$ cat config.mk
export PLATFORM = sky130hd
export DESIGN_NAME = c499_enc
export DESIGN_NICKNAME = d
export VERILOG_FILES = /design/src/rtl/c499_enc.sv
export SDC_FILE = /design/constraint.sdc
export NUM_CORES = 1
export LEC_CHECK = 0
export ABC_AREA = 1
export CAP_MARGIN = 0
export CORE_MARGIN = 2
export CORE_UTILIZATION = 50
export DETAILED_ROUTE_END_ITERATION = 7
export GPL_TIMING_DRIVEN = 0
export PLACE_DENSITY_LB_ADDON = 0.15
export SLEW_MARGIN = 20
export SYNTH_ARGS = -nofsm -noshare
export SYNTH_HDL_FRONTEND = slang
export SYNTH_SLANG_ARGS = --single-unit
$ cat constraint.sdc
create_clock -name GCLK -period 2 [get_ports GCLK]
set_input_delay 0.4 -clock GCLK [delete_from_list [all_inputs] [get_ports GCLK]]
set_output_delay 0.4 -clock GCLK [all_outputs]
set_load 0.1 [all_outputs]
$ cat src/rtl/c499_enc.sv
// c499_enc: streaming SEC check-bit generator with a 2-stage valid/ready pipeline.
// Optional single-bit error injection on the stage-1 to stage-2 transfer.
module c499_enc #(
    parameter int CNT_W  = 16,
    parameter int INJ_EN = 1
) (
    input  logic             GCLK,
    input  logic             GRST,
    input  logic             GIVAL,
    output logic             GIRDY,
    input  logic [31:0]      GID,
    input  logic             GINJE,
    input  logic [5:0]       GINJP,
    output logic             GOVAL,
    input  logic             GORDY,
    output logic [31:0]      GOD,
    output logic [7:0]       GOC,
    output logic [CNT_W-1:0] GOCNT
);

    logic             s1_v_q;
    logic [31:0]      s1_d_q;
    logic [7:0]       s1_f_q;
    logic [7:0]       s1_e_q;
    logic             s1_inj_q;
    logic [5:0]       s1_p_q;
    logic             s2_v_q;
    logic [31:0]      s2_d_q;
    logic [7:0]       s2_c_q;
    logic [CNT_W-1:0] cnt_q;

    logic             adv1;
    logic             adv2;
    logic [7:0]       f_d;
    logic [7:0]       e_d;
    logic [7:0]       g;
    logic [7:0]       c;
    logic [31:0]      dmask;
    logic [7:0]       cmask;
    logic [31:0]      s2_d_d;
    logic [7:0]       s2_c_d;
    logic [CNT_W-1:0] cnt_d;

    assign adv2  = !s2_v_q || GORDY;
    assign adv1  = !s1_v_q || adv2;
    assign GIRDY = adv1;

    // Nibble parities and column parities are taken at the input.
    always_comb begin
        f_d = '0;
        e_d = '0;
        for (int k = 0; k < 8; k++) begin
            f_d[k] = ^GID[4*k +: 4];
        end
        for (int i = 0; i < 4; i++) begin
            e_d[i] = GID[i] ^ GID[i+4] ^ GID[i+8] ^ GID[i+12];
        end
        for (int i = 4; i < 8; i++) begin
            e_d[i] = GID[i+12] ^ GID[i+16] ^ GID[i+20] ^ GID[i+24];
        end
    end

    always_comb begin
        g[0] = s1_f_q[0] ^ s1_f_q[1];
        g[1] = s1_f_q[2] ^ s1_f_q[3];
        g[2] = s1_f_q[0] ^ s1_f_q[2];
        g[3] = s1_f_q[1] ^ s1_f_q[3];
        g[4] = s1_f_q[4] ^ s1_f_q[5];
        g[5] = s1_f_q[6] ^ s1_f_q[7];
        g[6] = s1_f_q[4] ^ s1_f_q[6];
        g[7] = s1_f_q[5] ^ s1_f_q[7];
        c[3:0] = s1_e_q[3:0] ^ g[7:4];
        c[7:4] = s1_e_q[7:4] ^ g[3:0];
    end

    // Positions 32..39 address check bits; 40..63 flip nothing.
    always_comb begin
        dmask = '0;
        cmask = '0;
        if ((INJ_EN != 0) && s1_inj_q) begin
            if (!s1_p_q[5]) begin
                dmask[s1_p_q[4:0]] = 1'b1;
            end else if (s1_p_q[4:3] == 2'b00) begin
                cmask[s1_p_q[2:0]] = 1'b1;
            end
        end
        s2_d_d = s1_d_q ^ dmask;
        s2_c_d = c ^ cmask;
    end

    assign cnt_d = cnt_q + {{(CNT_W-1){1'b0}}, (s2_v_q && GORDY)};

    always_ff @(posedge GCLK) begin
        if (GRST) begin
            s1_v_q   <= 1'b0;
            s1_d_q   <= '0;
            s1_f_q   <= '0;
            s1_e_q   <= '0;
            s1_inj_q <= 1'b0;
            s1_p_q   <= '0;
            s2_v_q   <= 1'b0;
            s2_d_q   <= '0;
            s2_c_q   <= '0;
            cnt_q    <= '0;
        end else begin
            cnt_q <= cnt_d;
            if (adv1) begin
                s1_v_q   <= GIVAL;
                s1_inj_q <= GIVAL && GINJE;
                if (GIVAL) begin
                    s1_d_q <= GID;
                    s1_f_q <= f_d;
                    s1_e_q <= e_d;
                    s1_p_q <= GINJP;
                end
            end
            if (adv2) begin
                s2_v_q <= s1_v_q;
                if (s1_v_q) begin
                    s2_d_q <= s2_d_d;
                    s2_c_q <= s2_c_d;
                end
            end
        end
    end

    assign GOVAL = s2_v_q;
    assign GOD   = s2_d_q;
    assign GOC   = s2_c_q;
    assign GOCNT = cnt_q;

endmodule

# After elaboration in Yosys (flattened, before gate mapping)
# Index checks and enable logic that the tools add are counted.
word_totals:
  register_bits: 113
  input_bits: 43
  out_inout_bits: 58
  elab_cells: 79
op_classes:
  add_sub_neg: 1
  order_cmp: 4
  mux: 9
  n_bitwise: 36
  n_reduce_logical: 19
op_table:
  columns: ["operator", "n"]
  rows:
  - ["32-bit 2-to-1 mux", 2]
  - ["4-bit parity", 8]
  - ["1-bit bitwise XOR", 32]
  - ["32-bit bitwise XOR", 1]
  - ["8-bit 2-to-1 mux", 3]
  - ["16-bit by 1-bit adder with 16-bit output", 1]
  - ["4-bit bitwise XOR", 2]
  - ["8-bit bitwise XOR", 1]
  - ["5-bit by 6-bit < comparator with 1-bit output (second input constant)", 1]
  - ["1-bit demux with 5-bit select", 1]
  - ["5-bit by 1-bit greater-or-equal comparator with 1-bit output (second input constant)", 1]
  - ["1-bit logical AND", 4]
  - ["3-bit by 4-bit < comparator with 1-bit output (second input constant)", 1]
  - ["2-bit AND reduction", 2]
  - ["1-bit demux with 3-bit select", 1]
  - ["3-bit by 1-bit greater-or-equal comparator with 1-bit output (second input constant)", 1]
  - ["1-bit logical NOT", 2]
  - ["2-bit logical NOT", 1]
  - ["1-bit logical OR", 2]
  - ["1-bit 2-to-1 mux", 2]

# Depth between registers and ports, before layout
# Gate-level depths: netlist (run 1).
depth:
  ltp_word: 8
  depth_mapped: 12
  depth_no_buf: 12

# Worst setup path before layout (run 1)
# Ideal clock, no wire load.
synth_timing:
  kind: "register -> register"
  start: "register s2_v_q, in the netlist GOVAL"
  end: "register cnt_q[8], in the netlist GOCNT[8]"
  arrival_time_ns: 2.260
  required_ns: 1.881
  path_slack_ns: -0.379
  path_stages_with_launch: 12
  period_less_slack_ns: 2.379
  cell_sequence: "dfxtp_1 nand2_1 inv_1 ha_1 ha_1 nand2_1 inv_1 nand3_1 inv_1 nand2_1 o21ai_0 nor2_1"
synth_via:
  elab_chain_len: 2
synth_rtl:
  columns: ["element", "line_no", "rtl"]
  rows:
  - ["from (decl)", "27", "logic s2_v_q;"]
  - ["from (signal assigned)", "118", "s2_v_q <= s1_v_q;"]
  - ["1-bit logical AND", "91", "assign cnt_d = cnt_q + {{(CNT_W-1){1'b0}}, (s2_v_q && GORDY)};"]
  - ["16-bit by 1-bit adder with 16-bit output", "91", null]
  - ["to (signal assigned)", "106", "cnt_q <= cnt_d;"]
  - ["to (decl)", "30", "logic [CNT_W-1:0] cnt_q;"]
# No other way between the ends.
# A chain may end at the register's enable or synchronous reset.

# Worst setup path after layout (run 1)
layout_timing:
  start: "register s2_d_q[10], in the netlist GOD[10]"
  end: "output port GOD[10]"
layout_lines:
  columns: ["element", "line_no", "rtl"]
  rows:
  - ["from (decl)", "28", "logic [31:0] s2_d_q;"]
  - ["from (signal assigned)", "102", "s2_d_q <= '0;"]
  - ["from (signal assigned)", "120", "s2_d_q <= s2_d_d;"]
  - ["to (decl)", "16", "output logic [31:0] GOD,"]
# No word-level cell between the ends.

==> results of run 1 <==
[layer usage]
layer  up-vias  track usage, %  part of all wire [%]
li1       3071               -                     -
met1      2721           36.36                    46
met2       243           42.64                    45
met3        29           5.294                   6.8
met4         0           10.81                   2.4
met5         -               0                     0
[synth_stat cells (all sizes together)]
cell type,instances
a21oi,65
ha,2
buf,29
o21ai,91
clkbuf,8
nand4,9
nand3b,4
nor2,129
o21a,1
nand2,160
nand3,100
nor3,3
inv,125
xnor2,49
dfxtp,113
[registers in the layout, indices dropped and copies added (netlist names)]
name      flops
GOD          32
s1_d_q       32
GOCNT        16
GOC           8
s1_e_q        8
s1_f_q        8
s1_p_q        6
GOVAL         1
s1_inj_q      1
s1_v_q        1
[how the worst max path moves through the flow]
stage	start	endpoint	slack [ns]	cells past startpoint
global route	GOD[10]	GOD[10]	0.00009	1
CTS	GOC[3]	GOC[3]	0.0002	1
detailed placement	GORDY	GIRDY	-0.67	4
finish	GOD[10]	GOD[10]	0.03	1
global placement	GORDY	GIRDY	-0.68	4
floorplan	GOVAL	GOCNT[8]	0.004	11
[cells by family (layout without fill, tap and decap cells)]
| kind of cell | Yosys count | in the layout |
|---|---|---|
| fa+ha+maj | 2 | 2 |
| flops | 113 | 113 |
| buf+inv | 162 | 292 |
| xor+xnor | 49 | 49 |
| compound gates | 157 | 157 |
| simple gates | 405 | 405 |
[report_power, final]
part	internal, mW	total (mW)	switching, mW	leakage [nW]
Clock	1.84	2.83	0.987	0.272
Sequential	2.41	2.52	0.102	0.934
Combinational	0.479	1.58	1.10	2.19
Total	4.74	6.93	2.19	3.39
[area by class of cell]
class                           instances  area (sq um)
Sequential cell                       113          2266
Tap cell                              147         183.9
Fill cell                            1090          4207
Buffer                                 37         292.8
Clock buffer                           24         461.7
Inverter                              125         469.2
Multi-Input combinational cell        613          3082
Clock inverter                          7         85.08
Timing Repair Buffer                   99         914.6
==> flow_summary_export.csv, run 1 <==
group,metric,value,unit
clock_tree,worst_skew_pair.late_latency,0.41,ns
clock_tree,cts_resized,133,
setup_path,critPathMaxFanout,2,
logic_synthesis,yosysTopAreaCellShare,37.05,%
finish,antenna-diode-count,0,
setup_path,cp_slowest_cell,"clkdlybuf4s15_1",
logic_synthesis,synth_nets,933,
setup_path,rr_worst_depth,11,
pwr,power-per-cell-area,893.6,mW/mm^2
logic_synthesis,synthTopCellsByArea,"dfxtp_1, nand2_1, nand3_1, nor2_1, inv_1",
finish,final_cell_mix,"nand2_1, nor2_1, inv_1",
timing,finalCriticalPeriod,1.971,ns
timing,layout_setup_ws,0.02931,ns
min_path,min_from,"GRST",
die,num_rows,40,
placed_design,io_buffers,99,
min_path,worstHoldPathCells,4,
finish,final_cells,1165,
routing,drt_pass1_iterations,6,
logic_synthesis,ys_seq_area_share,37.05,%
finish,utilization,64.83,%
pwr,vdd_drop_max,0.6150,mV
timing,slew_violations,0,
routing,vias,6064,
logic_synthesis,synth-simple-area-share,29.20,%
logic_synthesis,synth_xor_area_share,7.029,%
logic_synthesis,synth_top_area_cell,"dfxtp_1",
clock_tree,cts_buffer_depth,2,
timing,holdWs,0.4269,ns
setup_path,critPathLaunchType,"flop",
setup_path,cp-end-kind,"output pin",
die,die_w,114.5,um
placed_design,gp_congestion,0.9146,
finish,layout_commonest_cell,"nand2_1",
die,io_pins,101,
logic_synthesis,synth_top_family_by_area,"simple AND/OR/NAND/NOR gates",
setup_path,crit_family,"buffers and inverters",
timing,skew,0.006265,ns
setup_path,worstPathCellList,"clkdlybuf4s15_1",
pwr,p_leak,3.395,nW
global_routing,grt_start_max_net_pins,17,
timing,period_share,98.53,%
die,die_area,0.01311,sq mm
routing,viasPerCell,5.205,
setup_path,crit_required,1.60,ns
logic_synthesis,syn_avg_cell_area,6.876,sq um
routing,detail_route.iter0.violations,409,
timing,max_freq,507.4,MHz
logic_synthesis,ys_ff_latch,113,
min_path,whs_endpoint,"GOD[6]",
clock_tree,clock-root-buffer,"clkbuf_16",
placed_design,place_area,0.007284,sq mm
run,drv_cap,0,
setup_path,timing.critical_path.buf_inv,1,
clock_tree,cts_setup_buffers,0,
timing,slew_headroom,36.99,%
pwr,total_power,6.930,mW
setup_path,r2r-end,"GOCNT[10]",
finish,finalInstanceArea,0.007755,sq mm
logic_synthesis,postSynthCellCount,888,
clock_tree,cts_made_buffers,17,
clock_tree,cts_tree,"yes",
clock_tree,hold_buffers,0,
logic_synthesis,synth_fa_ha_area_share,0.4098,%
global_routing,grt_usage,27.03,%
timing,finalSetupViolCount,0,
routing,antenna_left,0,
global_routing,grt_pass1_vias,5372,
clock_tree,clkTransAtPathRegs,0.05,ns
timing,hold_violations,0,
run_status,outcome,"finished, final reports clean",
die,dieHeight,114.5,um
finish,area_growth_syn_to_layout,27.01,%
setup_path,crit_type,"reg2out",
timing,rsz0062_at_grt,"false",
setup_path,critPathMaxStageDelay,0.82,ns
timing,tns,0,ns
placed_design,dp_hpwl,12.93,mm
die,core_area,0.01196,sq mm
setup_path,cp.arrival,1.57,ns
setup_path,r2r_start,"GOVAL",
clock_tree,cts.sinks,113,
placed_design,pre_cts_ws,-0.6720,ns
setup_path,reg2reg_slack,0.27,ns
routing,routed_wirelength,17.32,mm
global_routing,gr-total-overflow,0,
logic_synthesis,netlist_area,0.006106,sq mm
logic_synthesis,ys_types,32,
min_path,hp-class,"in2reg",
global_routing,grt_pass1_wl,27.22,mm
logic_synthesis,synth_compound_area_share,13.83,%
placed_design,dp.cells,1134,
logic_synthesis,synth_mux_area_share,0,%
finish,drive_gt1_share,13.16,%
global_routing,antenna_found_initial,0,
timing,worst_pin_slew,0.9488,ns
routing,routedWlPerCell,14.86,um
logic_synthesis,ys_warn_count,0,
routing,drc_errors,0,
clock_tree,h-tree-depth,4,
finish,nets,1051,
die,initial_utilization,51.05,%
(Power assumes the default switching activity.)
==> inputs of run 2 (changes only) <==
CORE_UTILIZATION = 27   (was 50)
==> run 2 against run 1 <==
  * Register-to-register slack about the same
  * Clock-buffer cell count shrank 7
  * Utilization is 29 points lower
  * Via count down 2.5%
  * Critical endpoint is now GOCNT[0]
  * Highest routed layer unchanged
==> flow_summary_export.csv, run 2 (synthesis results as in run 1) <==
group,metric,value,unit
run_status,outcome,"finished, final reports clean",
timing,tns,0,ns
setup_path,crit_family,"buffers and inverters",
die,dieHeight,154.4,um
clock_tree,h-tree-depth,4,
global_routing,grt_pass1_wl,31.64,mm
clock_tree,cts.sinks,113,
run,drv_cap,0,
setup_path,r2r-end,"GOCNT[10]",
min_path,min_from,"s1_d_q[11]",
min_path,whs_endpoint,"s1_d_q[11]",
timing,slew_violations,0,
pwr,vdd_drop_max,0.4604,mV
setup_path,cp.arrival,1.56,ns
routing,detail_route.iter0.violations,348,
die,core_area,0.02243,sq mm
global_routing,antenna_found_initial,0,
finish,layout_commonest_cell,"nand2_1",
finish,final_cell_mix,"nand2_1, nor2_1, inv_1",
placed_design,gp_congestion,0.8332,
clock_tree,cts_made_buffers,17,
routing,drt_pass1_iterations,5,
finish,antenna-diode-count,0,
timing,period_share,97.75,%
placed_design,dp_hpwl,15.57,mm
routing,wl_met3,854,um
setup_path,rr_worst_depth,12,
clock_tree,clkTransAtPathRegs,0.06,ns
min_path,worstHoldPathCells,2,
setup_path,r2r_start,"GOVAL",
clock_tree,cts_buffer_depth,2,
setup_path,cp_slowest_cell,"clkdlybuf4s15_1",
min_path,hp-class,"reg2reg",
die,io_pins,101,
finish,regArea,0.002266,sq mm
setup_path,worstPathCellList,"clkdlybuf4s15_1",
routing,top_layer,"met4",
timing,skew,0.01053,ns
timing,max_freq,511.5,MHz
timing,rsz0062_at_grt,"false",
global_routing,grt_usage,17.48,%
global_routing,grt_start_max_net_pins,17,
routing,routed_wirelength,20.49,mm
placed_design,io_buffers,99,
finish,area_growth_syn_to_layout,31.29,%
die,initial_utilization,27.22,%
setup_path,critPathLaunchType,"flop",
clock_tree,cts_tree,"yes",
die,num_rows,55,
setup_path,cp-end-kind,"output pin",
routing,vias,5915,
die,die_area,0.02383,sq mm
pwr,p_leak,3.387,nW
setup_path,reg2reg_slack,0.27,ns
setup_path,timing.critical_path.buf_inv,1,
timing,finalSetupViolCount,0,
finish,drive_gt1_share,15.31,%
setup_path,crit_required,1.60,ns
timing,finalCriticalPeriod,1.955,ns
finish,n_fill_cell,2447,
routing,met2_length,9.252,mm
clock_tree,worst_skew_pair.late_latency,0.43,ns
routing,viasPerCell,4.536,
clock_tree,clock-root-buffer,"clkbuf_16",
timing,worst_pin_slew,0.9433,ns
timing,hold_violations,0,
routing,drt-met1-wl,9.938,mm
routing,routedWlPerCell,15.71,um
routing,drc_errors,0,
finish,nets,1051,
global_routing,gr-total-overflow,0,
die,die_w,154.4,um
setup_path,critPathMaxFanout,2,
pwr,total_power,7.092,mW
setup_path,critPathMaxStageDelay,0.81,ns
finish,multiInputGateArea,0.003082,sq mm
setup_path,crit_type,"reg2out",
routing,antenna_left,0,
global_routing,grt_pass1_vias,5629,
timing,slew_headroom,37.36,%
pwr,power-per-cell-area,884.7,mW/mm^2
[run 2: cell types whose count changed in the layout (fill, tap and decap cells not counted), sizes merged]
cell / previous run / this run
inv: 125 / 136
clkdlybuf4s15: 37 / 45
clkinvlp: 0 / 2
clkbuf: 53 / 38
clkinv: 5 / 2
bufinv: 2 / 0
[run 2: worst max-delay path by stage]
stage,startpoint,to,slack [ns],cells past startpoint
after CTS,GOD[8],GOD[8],0.002,1
after global routing,GOCNT[0],GOCNT[0],0.003,1
after floorplan,GOVAL,GOCNT[8],0.004,11
final,GOCNT[0],GOCNT[0],0.04,1
after global placement,GORDY,GIRDY,-0.70,4
after detailed placement,GORDY,GIRDY,-0.70,4
[run 2: repair_timing]
item	4_1_cts	5_1_grt
gates resized for setup	163	13
hold endpoints to repair	0	0
hold buffers	0	0
setup endpoints to repair	58	13
buffers inserted	0	0
[run 2: cell type report]
| cell class | instances | share of cell area (%) |
|---|---|---|
| repair buffers | 99 | 12.27 |
| clock buffers | 17 | 5.307 |
| inverters | 125 | 5.853 |
| flip-flops and latches | 113 | 28.27 |
| multi-input cells | 613 | 38.44 |
| plain buffers | 37 | 3.652 |
| clock inverters | 15 | 1.764 |
| well taps | 285 | 4.448 |
[run 2: routing by layer]
| metal | vias up | GRT usage [%] |
|---|---|---|
| met5 | - | 0 |
| met4 | 0 | 6.261 |
| met3 | 27 | 3.474 |
| met2 | 134 | 27.78 |
| met1 | 2684 | 23.63 |
| li1 | 3070 | - |
[run 2: stage by stage]
step	worst slack (ns)	utilization [%]	area, sq um	hold WS [ns]	instances
after floorplan	0.003617	-	6110	0.4407	888
after global placement	-0.7028	33.24	7457	0.4560	1272
after detailed placement	-0.6998	33.24	7457	0.4597	1272
after CTS	0.002242	35.99	8074	0.4700	1304
after global routing	0.002803	35.73	8016	0.4866	1304
final	0.04492	35.73	8016	0.4700	1304
[run 2: where the power goes]
group          switching [mW]  total, mW  internal, mW  leakage (nW)
combinational            1.13       1.62         0.492          2.18
clock                    1.31       2.96          1.65         0.275
sequential              0.103       2.51          2.41         0.934
total                    2.54       7.09          4.55          3.39
[run 2: tightest hold or removal path: cells and delay by family (launching register included)]
family,cells,cell delay [ns]
DFF,1,0.31
buffers and inverters,1,0.06
AOI/OAI and AO/OA,1,0.05
==> inputs of run 3 (changes only) <==
PLACE_DENSITY_LB_ADDON = 0.05   (was 0.15)
==> run 3 against run 2 <==
  * Clock power fell by 3%
  * Critical path depth unchanged
  * Flip-flop and latch count did not move
  * Sequential power hardly changed
  * Sequential share of layout area grew 0.12 points
  * Die area is the same
  * Largest power group unchanged
  * Maximum frequency fell by 0.11%
  * Via count increased by 0.30%
  * Routed wire length is 3.1% higher
  * First-iteration DRC count shrank 12%
  * Worst setup slack worse by 0.0022 ns
==> flow_summary_export.csv, run 3 (synthesis results as in run 1) <==
group,metric,value,unit
clock_tree,worst_skew_pair.late_latency,0.42,ns
setup_path,critPathLaunchType,"flop",
finish,final_cell_mix,"nand2_1, nor2_1, inv_1",
global_routing,grt_most_used_layer,"met2",
finish,area_growth_syn_to_layout,30.72,%
routing,viasPerCell,4.550,
pwr,power-per-cell-area,876.7,mW/mm^2
clock_tree,cts.sinks,113,
finish,drive_gt1_share,15.21,%
setup_path,crit_type,"reg2out",
routing,drt_pass1_iterations,6,
die,die_area,0.02383,sq mm
finish,utilization,35.58,%
die,dieHeight,154.4,um
placed_design,io_buffers,99,
pwr,total_power,6.997,mW
setup_path,cp.arrival,1.56,ns
timing,worst_pin_slew,0.9481,ns
finish,antenna-diode-count,0,
routing,routed_wirelength,21.12,mm
setup_path,timing.critical_path.buf_inv,1,
clock_tree,cts_tree,"yes",
pwr,p_leak,3.371,nW
placed_design,pre_cts_ws,-0.7224,ns
clock_tree,hold_buffers,0,
global_routing,global_route.usage.met2,28.81,%
finish,layout_commonest_cell,"nand2_1",
global_routing,use_met1,25.41,%
clock_tree,cts_setup_buffers,0,
die,io_pins,101,
die,die_w,154.4,um
pwr,vdd_drop_max,0.4440,mV
setup_path,crit_family,"buffers and inverters",
placed_design,place_area,0.007457,sq mm
setup_path,worstPathCellList,"clkdlybuf4s15_1",
setup_path,cp-end-kind,"output pin",
global_routing,antenna_found_initial,0,
global_routing,gr-total-overflow,0,
run,drv_cap,0,
timing,slew_violations,0,
global_routing,grt_usage,18.31,%
routing,antenna_left,0,
timing,finalCriticalPeriod,1.957,ns
setup_path,crit_required,1.60,ns
timing,layout_setup_ws,0.04274,ns
timing,max_freq,510.9,MHz
timing,finalSetupViolCount,0,
global_routing,grt_pass1_wl,33.02,mm
setup_path,cp_slowest_cell,"clkdlybuf4s15_1",
timing,skew,0.01231,ns
clock_tree,cts_made_buffers,17,
global_routing,grtUsageMet3,3.446,%
global_routing,grt_pass1_vias,5683,
clock_tree,clock-root-buffer,"clkbuf_16",
die,core_area,0.02243,sq mm
finish,nets,1051,
routing,routedWlPerCell,16.20,um
timing,holdWs,0.4585,ns
timing,rsz0062_at_grt,"false",
routing,vias,5933,
timing,slew_headroom,37.04,%
setup_path,critPathMaxStageDelay,0.82,ns
clock_tree,cts_buffer_depth,2,
routing,detail_route.iter0.violations,305,
run_status,outcome,"finished, final reports clean",
setup_path,critPathMaxFanout,2,
min_path,hp-class,"in2reg",
global_routing,grt_start_max_net_pins,17,
finish,finalInstanceArea,0.007981,sq mm
timing,hold_violations,0,
clock_tree,h-tree-depth,4,
routing,drc_errors,0,
die,initial_utilization,27.22,%
placed_design,gp_congestion,0.8123,
timing,period_share,97.86,%
placed_design,dp_hpwl,16.06,mm
die,num_rows,55,
clock_tree,clkTransAtPathRegs,0.06,ns
finish,n_fill_cell,2445,
-- run 3: cell count changes in the layout (fill, tap and decap cells not counted), sizes merged --
cell	change
clkdlybuf4s15	-3
clkbuf	+2
buf	+1
clkinv	+3
clkinvlp	+2
inv	-5
-- run 3: layer usage --
layer | up-vias | wire (um) | share of wire (%)
li1 | 3072 | - | -
met1 | 2711 | 10710 | 51
met2 | 130 | 9304 | 44
met3 | 20 | 731 | 3.5
met4 | 0 | 381 | 1.8
met5 | - | 0 | 0
-- run 3: cell type report --
class	instances	area [sq um]	area share (%)
Multi-Input combinational cell	613	3082	38.61
Sequential cell	113	2266	28.39
Timing Repair Buffer	99	963.4	12.07
Inverter	125	469.2	5.879
Clock buffer	17	425.4	5.330
Tap cell	285	356.6	4.468
Buffer	37	292.8	3.668
Clock inverter	15	126.4	1.583
-- run 3: what timing repair did --
action,4_1_cts,5_1_grt
setup endpoints to repair,58,15
gates resized for setup,160,15
hold endpoints to repair,0,0
-- run 3: per-stage QoR --
step           instances  TNS (ns)
2_1_floorplan        888         0
3_3_place_gp        1272    -3.896
3_5_place_dp        1272    -3.627
4_1_cts             1304         0
5_1_grt             1304         0
6_report            1304         0
-- run 3: worst paths after layout --
kind	slack (ns)	cells after the start	startpoint	end
worst min-delay path	0.46	4	GRST	GOD[6]
worst max register to register	0.24	6	s1_p_q[0]	GOD[13]
worst min register to register	0.47	2	s1_d_q[16]	s1_d_q[16]
worst max-delay path	0.04	1	GOC[0]	GOC[0]
-- run 3: power by group --
group	internal [mW]	total, mW	leakage [nW]	switching [mW]
Clock	1.61	2.86	0.258	1.25
Combinational	0.489	1.62	2.18	1.14
Sequential	2.41	2.51	0.934	0.103
